## config.mk

```make
export PLATFORM = sky130hd
export DESIGN_NAME = sqrt_arbiter
export DESIGN_NICKNAME = d
export VERILOG_FILES = /design/src/rtl/sqrt_arb_pkg.sv /design/src/rtl/rr_arbiter.sv /design/src/rtl/sqrt_arbiter.sv
export SDC_FILE = /design/constraint.sdc
export NUM_CORES = 1
export LEC_CHECK = 0
export ABC_AREA = 0
export CAP_MARGIN = 20
export CORE_MARGIN = 2
export CORE_UTILIZATION = 42
export CTS_CLUSTER_DIAMETER = 200
export DETAILED_ROUTE_END_ITERATION = 10
export GPL_TIMING_DRIVEN = 0
export HOLD_SLACK_MARGIN = 0.05
export PLACE_DENSITY_LB_ADDON = 0.25
export SLEW_MARGIN = 20
export SYNTH_ARGS = -nofsm -noshare
export SYNTH_HDL_FRONTEND = slang
export SYNTH_HIERARCHICAL = 1
export SYNTH_SLANG_ARGS = --single-unit
```

## constraint.sdc

```tcl
create_clock -name clk -period 3.26 [get_ports clk]
set_clock_uncertainty 0.2 [all_clocks]
set_input_delay 0.326 -clock clk [delete_from_list [all_inputs] [get_ports clk]]
set_output_delay 0.326 -clock clk [all_outputs]
set_load 0.01 [all_outputs]
```

## src/rtl/sqrt_arb_pkg.sv

```systemverilog
// Shared types and constants for the square-root request arbiter.
package sqrt_arb_pkg;

  localparam int ARG_W           = 8;
  localparam int RES_W           = 4;
  localparam int DEFAULT_TIMEOUT = 64;

  typedef enum logic [1:0] {
    IDLE    = 2'd0,
    ISSUE   = 2'd1,
    WAIT    = 2'd2,
    RESPOND = 2'd3
  } sqrt_arb_state_t;

endpackage

```

## src/rtl/rr_arbiter.sv

```systemverilog
// Combinational round-robin grant: the first requester at or above ptr, wrapping.
module rr_arbiter #(
  parameter int NUM_REQ = 4,
  parameter int PTR_W   = (NUM_REQ > 1) ? $clog2(NUM_REQ) : 1
) (
  input  logic [NUM_REQ-1:0] req,
  input  logic [PTR_W-1:0]   ptr,
  input  logic               en,
  output logic [NUM_REQ-1:0] gnt,
  output logic [PTR_W-1:0]   idx
);

  logic             w_found;
  logic [PTR_W-1:0] w_cand;

  function automatic int wrap_idx(input int base, input int off);
    int s;
    s = base + off;
    return (s >= NUM_REQ) ? s - NUM_REQ : s;
  endfunction

  always_comb begin
    gnt     = '0;
    idx     = '0;
    w_found = 1'b0;
    w_cand  = '0;
    for (int i = 0; i < NUM_REQ; i++) begin
      w_cand = PTR_W'(wrap_idx(int'(ptr), i));
      if (en && !w_found && req[w_cand]) begin
        w_found     = 1'b1;
        gnt[w_cand] = 1'b1;
        idx         = w_cand;
      end
    end
  end

endmodule

```

## src/rtl/sqrt_arbiter.sv

```systemverilog
// Shares one external sqrt_conv unit among NUM_REQ requesters with round-robin
// acceptance, a single-cycle issue strobe and a bounded wait for the result.
module sqrt_arbiter
  import sqrt_arb_pkg::*;
#(
  parameter int NUM_REQ        = 4,
  parameter int TIMEOUT_CYCLES = DEFAULT_TIMEOUT
) (
  input  logic                           clk,
  input  logic                           reset,
  input  logic [NUM_REQ-1:0]             req_valid,
  input  logic [NUM_REQ-1:0][ARG_W-1:0]  req_arg,
  output logic [NUM_REQ-1:0]             req_ready,
  output logic [NUM_REQ-1:0]             rsp_valid,
  output logic [RES_W-1:0]               rsp_res,
  output logic                           rsp_timeout,
  output logic [ARG_W-1:0]               arg,
  output logic                           arg_valid,
  input  logic                           sqrt_valid,
  input  logic [RES_W-1:0]               sqrt_res,
  output logic                           busy
);

  localparam int PW = (NUM_REQ > 1) ? $clog2(NUM_REQ) : 1;
  localparam int CW = (TIMEOUT_CYCLES > 2) ? $clog2(TIMEOUT_CYCLES) : 1;
  localparam logic [CW-1:0] CNT_LAST = CW'(TIMEOUT_CYCLES - 1);

  sqrt_arb_state_t     r_state, w_next_state;
  logic [PW-1:0]       r_ptr, r_gnt_idx;
  logic [CW-1:0]       r_cnt;
  logic [ARG_W-1:0]    r_arg;
  logic                r_arg_valid;
  logic [NUM_REQ-1:0]  r_rsp_valid;
  logic [RES_W-1:0]    r_rsp_res;
  logic                r_rsp_timeout;
  logic                r_busy;

  logic [NUM_REQ-1:0]  w_gnt;
  logic [PW-1:0]       w_gnt_idx;
  logic                w_gnt_en;
  logic                w_accept;
  logic                w_cnt_last;

  // Counter holds at its terminal value instead of wrapping.
  function automatic logic [CW-1:0] sat_inc(input logic [CW-1:0] v);
    return (v == CNT_LAST) ? v : v + CW'(1);
  endfunction

  function automatic logic [PW-1:0] next_ptr(input logic [PW-1:0] v);
    return (v == PW'(NUM_REQ - 1)) ? '0 : v + PW'(1);
  endfunction

  assign w_gnt_en   = (r_state == IDLE) && !reset;
  assign w_accept   = |(w_gnt & req_valid);
  assign w_cnt_last = (r_cnt == CNT_LAST);

  rr_arbiter #(
    .NUM_REQ (NUM_REQ),
    .PTR_W   (PW)
  ) u_rr (
    .req (req_valid),
    .ptr (r_ptr),
    .en  (w_gnt_en),
    .gnt (w_gnt),
    .idx (w_gnt_idx)
  );

  always_ff @(posedge clk) begin
    if (reset) r_state <= IDLE;
    else       r_state <= w_next_state;
  end

  always_comb begin
    w_next_state = r_state;
    case (r_state)
      IDLE:    if (w_accept) w_next_state = ISSUE;
      ISSUE:   w_next_state = WAIT;
      WAIT:    if (sqrt_valid || w_cnt_last) w_next_state = RESPOND;
      RESPOND: w_next_state = IDLE;
      default: w_next_state = IDLE;
    endcase
  end

  // Registered outputs; sqrt_valid wins over a coincident timeout.
  always_ff @(posedge clk) begin
    if (reset) begin
      r_ptr         <= '0;
      r_arg         <= '0;
      r_arg_valid   <= 1'b0;
      r_rsp_valid   <= '0;
      r_rsp_res     <= '0;
      r_rsp_timeout <= 1'b0;
      r_busy        <= 1'b0;
    end else begin
      r_arg_valid <= (r_state == IDLE) && w_accept;
      r_rsp_valid <= '0;
      r_busy      <= (w_next_state != IDLE);
      case (r_state)
        IDLE: begin
          if (w_accept) begin
            r_arg     <= req_arg[w_gnt_idx];
            r_gnt_idx <= w_gnt_idx;
          end
        end
        ISSUE: r_cnt <= '0;
        WAIT: begin
          r_cnt <= sat_inc(r_cnt);
          if (sqrt_valid) begin
            r_rsp_res     <= sqrt_res;
            r_rsp_timeout <= 1'b0;
            r_rsp_valid   <= NUM_REQ'(1) << r_gnt_idx;
          end else if (w_cnt_last) begin
            r_rsp_res     <= '0;
            r_rsp_timeout <= 1'b1;
            r_rsp_valid   <= NUM_REQ'(1) << r_gnt_idx;
          end
        end
        RESPOND: r_ptr <= next_ptr(r_gnt_idx);
        default: ;
      endcase
    end
  end

  assign req_ready   = w_gnt;
  assign rsp_valid   = r_rsp_valid;
  assign rsp_res     = r_rsp_res;
  assign rsp_timeout = r_rsp_timeout;
  assign arg         = r_arg;
  assign arg_valid   = r_arg_valid;
  assign busy        = r_busy;

endmodule

```

==> flow_summary.toml <==
[synth]
muxShareOfSynthArea = 0.145
synth_top_cell_by_area = "dfxtp_1"
synth_area_um2 = 2120
netlist_top_cells_area = "dfxtp_1, edfxtp_1, mux4_2"
ys_warn_count = 6
synth_most_common_cell = "inv_1"
synthCells = 214
synth_nets = 273
netlist_top_cells_count = "inv_1, dfxtp_1, ha_1"
synthSimpleGateAreaFrac = 0.140
synth_xor_area_frac = 0.0124
synth_top_area_share = 0.217
synth_area_per_cell_um2 = 9.91
synth_edf_count = 8
yosys.area_share.adder = 0.0944
synth_seq_cells = 31
synth_top_family_by_area = "compound AO/OA/AOI/OAI gates"
yosysUniqueCellTypes = 47
synth_compound_area_frac = 0.189
synth-main-ff-cell = "dfxtp_1"
synth-async-reset-ratio = 0
yosysSeqAreaShare = 0.330

[job]
drv_cap = 0

[sta]
max_freq_ghz = 0.315
slew_headroom = 0.416
tightest_slew_ns = 0.871
drv_slew = 0
rsz0062_at_grt = "false"
tns_ns = 0
setup_viol = 0
period_share = 0.975
hold_violations = 0
min_period_ns = 3.18
fin_ws_ns = 0.0804

[worst_setup_path]
cp.depth = 8
cp_max_fo = 14
crit_slowest_cell = "dfxtp_4"
crit_family = "buffers and inverters"
r2r_setup_slack_ns = 0.09
cp-start-kind = "flip-flop"
cp.arrival_ns = 2.65
end_kind = "output pin"
critPathBufInv = 3
reg2reg_depth = 12
crit_type = "flip-flop to output pin"
required_ns = 2.73
crit_chain = "clkinvlp_4 -> ha_1 -> buf_6 -> mux4_2 -> nand2b_4 -> a211oi_4 -> a221o_1 -> dlygate4sd2_1"
max_stage_delay_ns = 0.45

[clock_network]
root_buffer = "clkbuf_8"
cts.clk_slew.worst_paths_ns = 0.07
cts_hold_buf = 0
cts_buffers = 5
tritoncts = "done"
cts_max_level = 2
clk_latency_ns = 0.29
cts.path.max_buffers = 2
cts_sinks = 31

[placed_design]
dp_hpwl_um = 4020
place_area_um2 = 2860
place.gp.congestion = 0.874
numPortBuffers = 65
dp_slack_ns = -0.292

[final_layout]
final_nets = 357
fin_util = 0.649
area_growth_pct = 46.4
antenna_cells = 0
layout-drive-gt1-share = 0.194
final_area_um2 = 3100

[power_and_ir_drop]
power.density_nw_per_um2 = 479
ir_drop_v = 0.000202
power_leakage_nw = 1.17
power.total_mw = 1.49

[die]
io_pins = 66
die_y_um = 75.1
die-area_um2 = 5630
core_um2 = 4790
rows = 25
initial_core_util = 0.443
die_w_um = 75.1

[detailed_routing]
wire_per_inst_um = 15.0
vias_per_cell = 5.24
wl_um = 5490
vias = 1919
ant_nets = 0
drt_iter0_drc = 106
dr.pass1.iters = 4
drc_errors = 0

[global_route]
grt_pass1_wl_um = 8260
grt_pass1_vias = 1726
grt_max_degree = 11
grt.total_usage = 0.192
antenna_found_initial = 0
gr-total-overflow = 0

[status]
status = "complete, no violations"

[worst_hold_path]
min_path_cells = 2
hold_class = "flip-flop to flip-flop"
## placed cells by master, fill, tap and decap left out, types with 3 or more instances in the layout
cell type        instances
clkdlybuf4s50_1         61
nor2_1                  11
buf_4                   13
clkbuf_1                 3
buf_2                    3
inv_1                   26
and2_2                   3
nor2b_1                  3
dlygate4sd2_1            4
nand3b_1                 4
buf_6                    4
mux2i_1                  6
edfxtp_1                 8
a21oi_1                 14
o21ai_0                  4
nor3b_1                  4
clkbuf_8                 6
a221o_1                  4
o32ai_1                  7
dfxtp_1                 21
nand2_1                 13
nor3_1                   3
mux4_2                  10
ha_1                    16
o211ai_1                 4
## per-layer routing
metal / up-vias / track usage / routed length, um
met5: - / 0 / 0
met4: 0 / 0.0813 / 91
met3: 7 / 0.0402 / 253
met2: 63 / 0.311 / 2810
met1: 906 / 0.248 / 2340
li1: 943 / - / -
## tightest hold or removal path, cell delays in order (launching register included)
cell and delay [ns]:
dfxtp_1 0.31, inv_1 0.04, o32ai_1 0.07
## cell families (layout without fill, tap and decap cells)
family | Yosys count | in the layout
flops | 31 | 31
mux | 18 | 18
compound gates | 53 | 53
xor+xnor | 3 | 3
simple gates | 53 | 53
fa+ha+maj | 16 | 16
buf+inv | 40 | 125
## what timing repair did
| action | CTS | global route |
|---|---|---|
| endpoints found under the setup margin | 16 | 15 |
| pin swaps | 3 | 1 |
| gates resized for setup | 16 | 4 |
| gates cloned | 0 | 0 |
| buffers inserted | 4 | 10 |
## final timing paths
check                              start      endpoint
worst max-delay path            r_ptr[0]  req_ready[0]
worst max register to register  r_ptr[0]        arg[2]
worst min register to register    arg[6]        arg[6]
worst min-delay path              arg[6]        arg[6]
## flip-flops by register name, summed over array words and instances, names as in the netlist
signal	flops
r_state	2
arg	8
busy	1
arg_valid	1
r_cnt	6
r_gnt_idx	2
rsp_timeout	1
r_ptr	2
rsp_res	4
rsp_valid	4
## cell type report
class	count	area [um^2]
Sequential cell	31	708
Clock inverter	1	5.00
Multi-Input combinational cell	143	1270
Tap cell	67	83.8
Inverter	28	113
Buffer	10	72.6
Timing Repair Buffer	79	763
Clock buffer	7	86.3
Fill cell	424	1680
## stage by stage
step,cells,hold slack [ns]
3_3_place_gp,346,0.259
3_5_place_dp,346,0.270
2_1_floorplan,214,0.198
6_report,366,0.274
4_1_cts,358,0.279
5_1_grt,366,0.294
## report_power, final
| group | internal (mW) | leakage, nW | switching [mW] | total [mW] |
|---|---|---|---|---|
| Sequential | 0.473 | 0.264 | 0.0511 | 0.524 |
| Combinational | 0.339 | 0.863 | 0.313 | 0.652 |
| Clock | 0.170 | 0.0482 | 0.141 | 0.311 |
No activity file was read; power rests on OpenSTA's default activity.
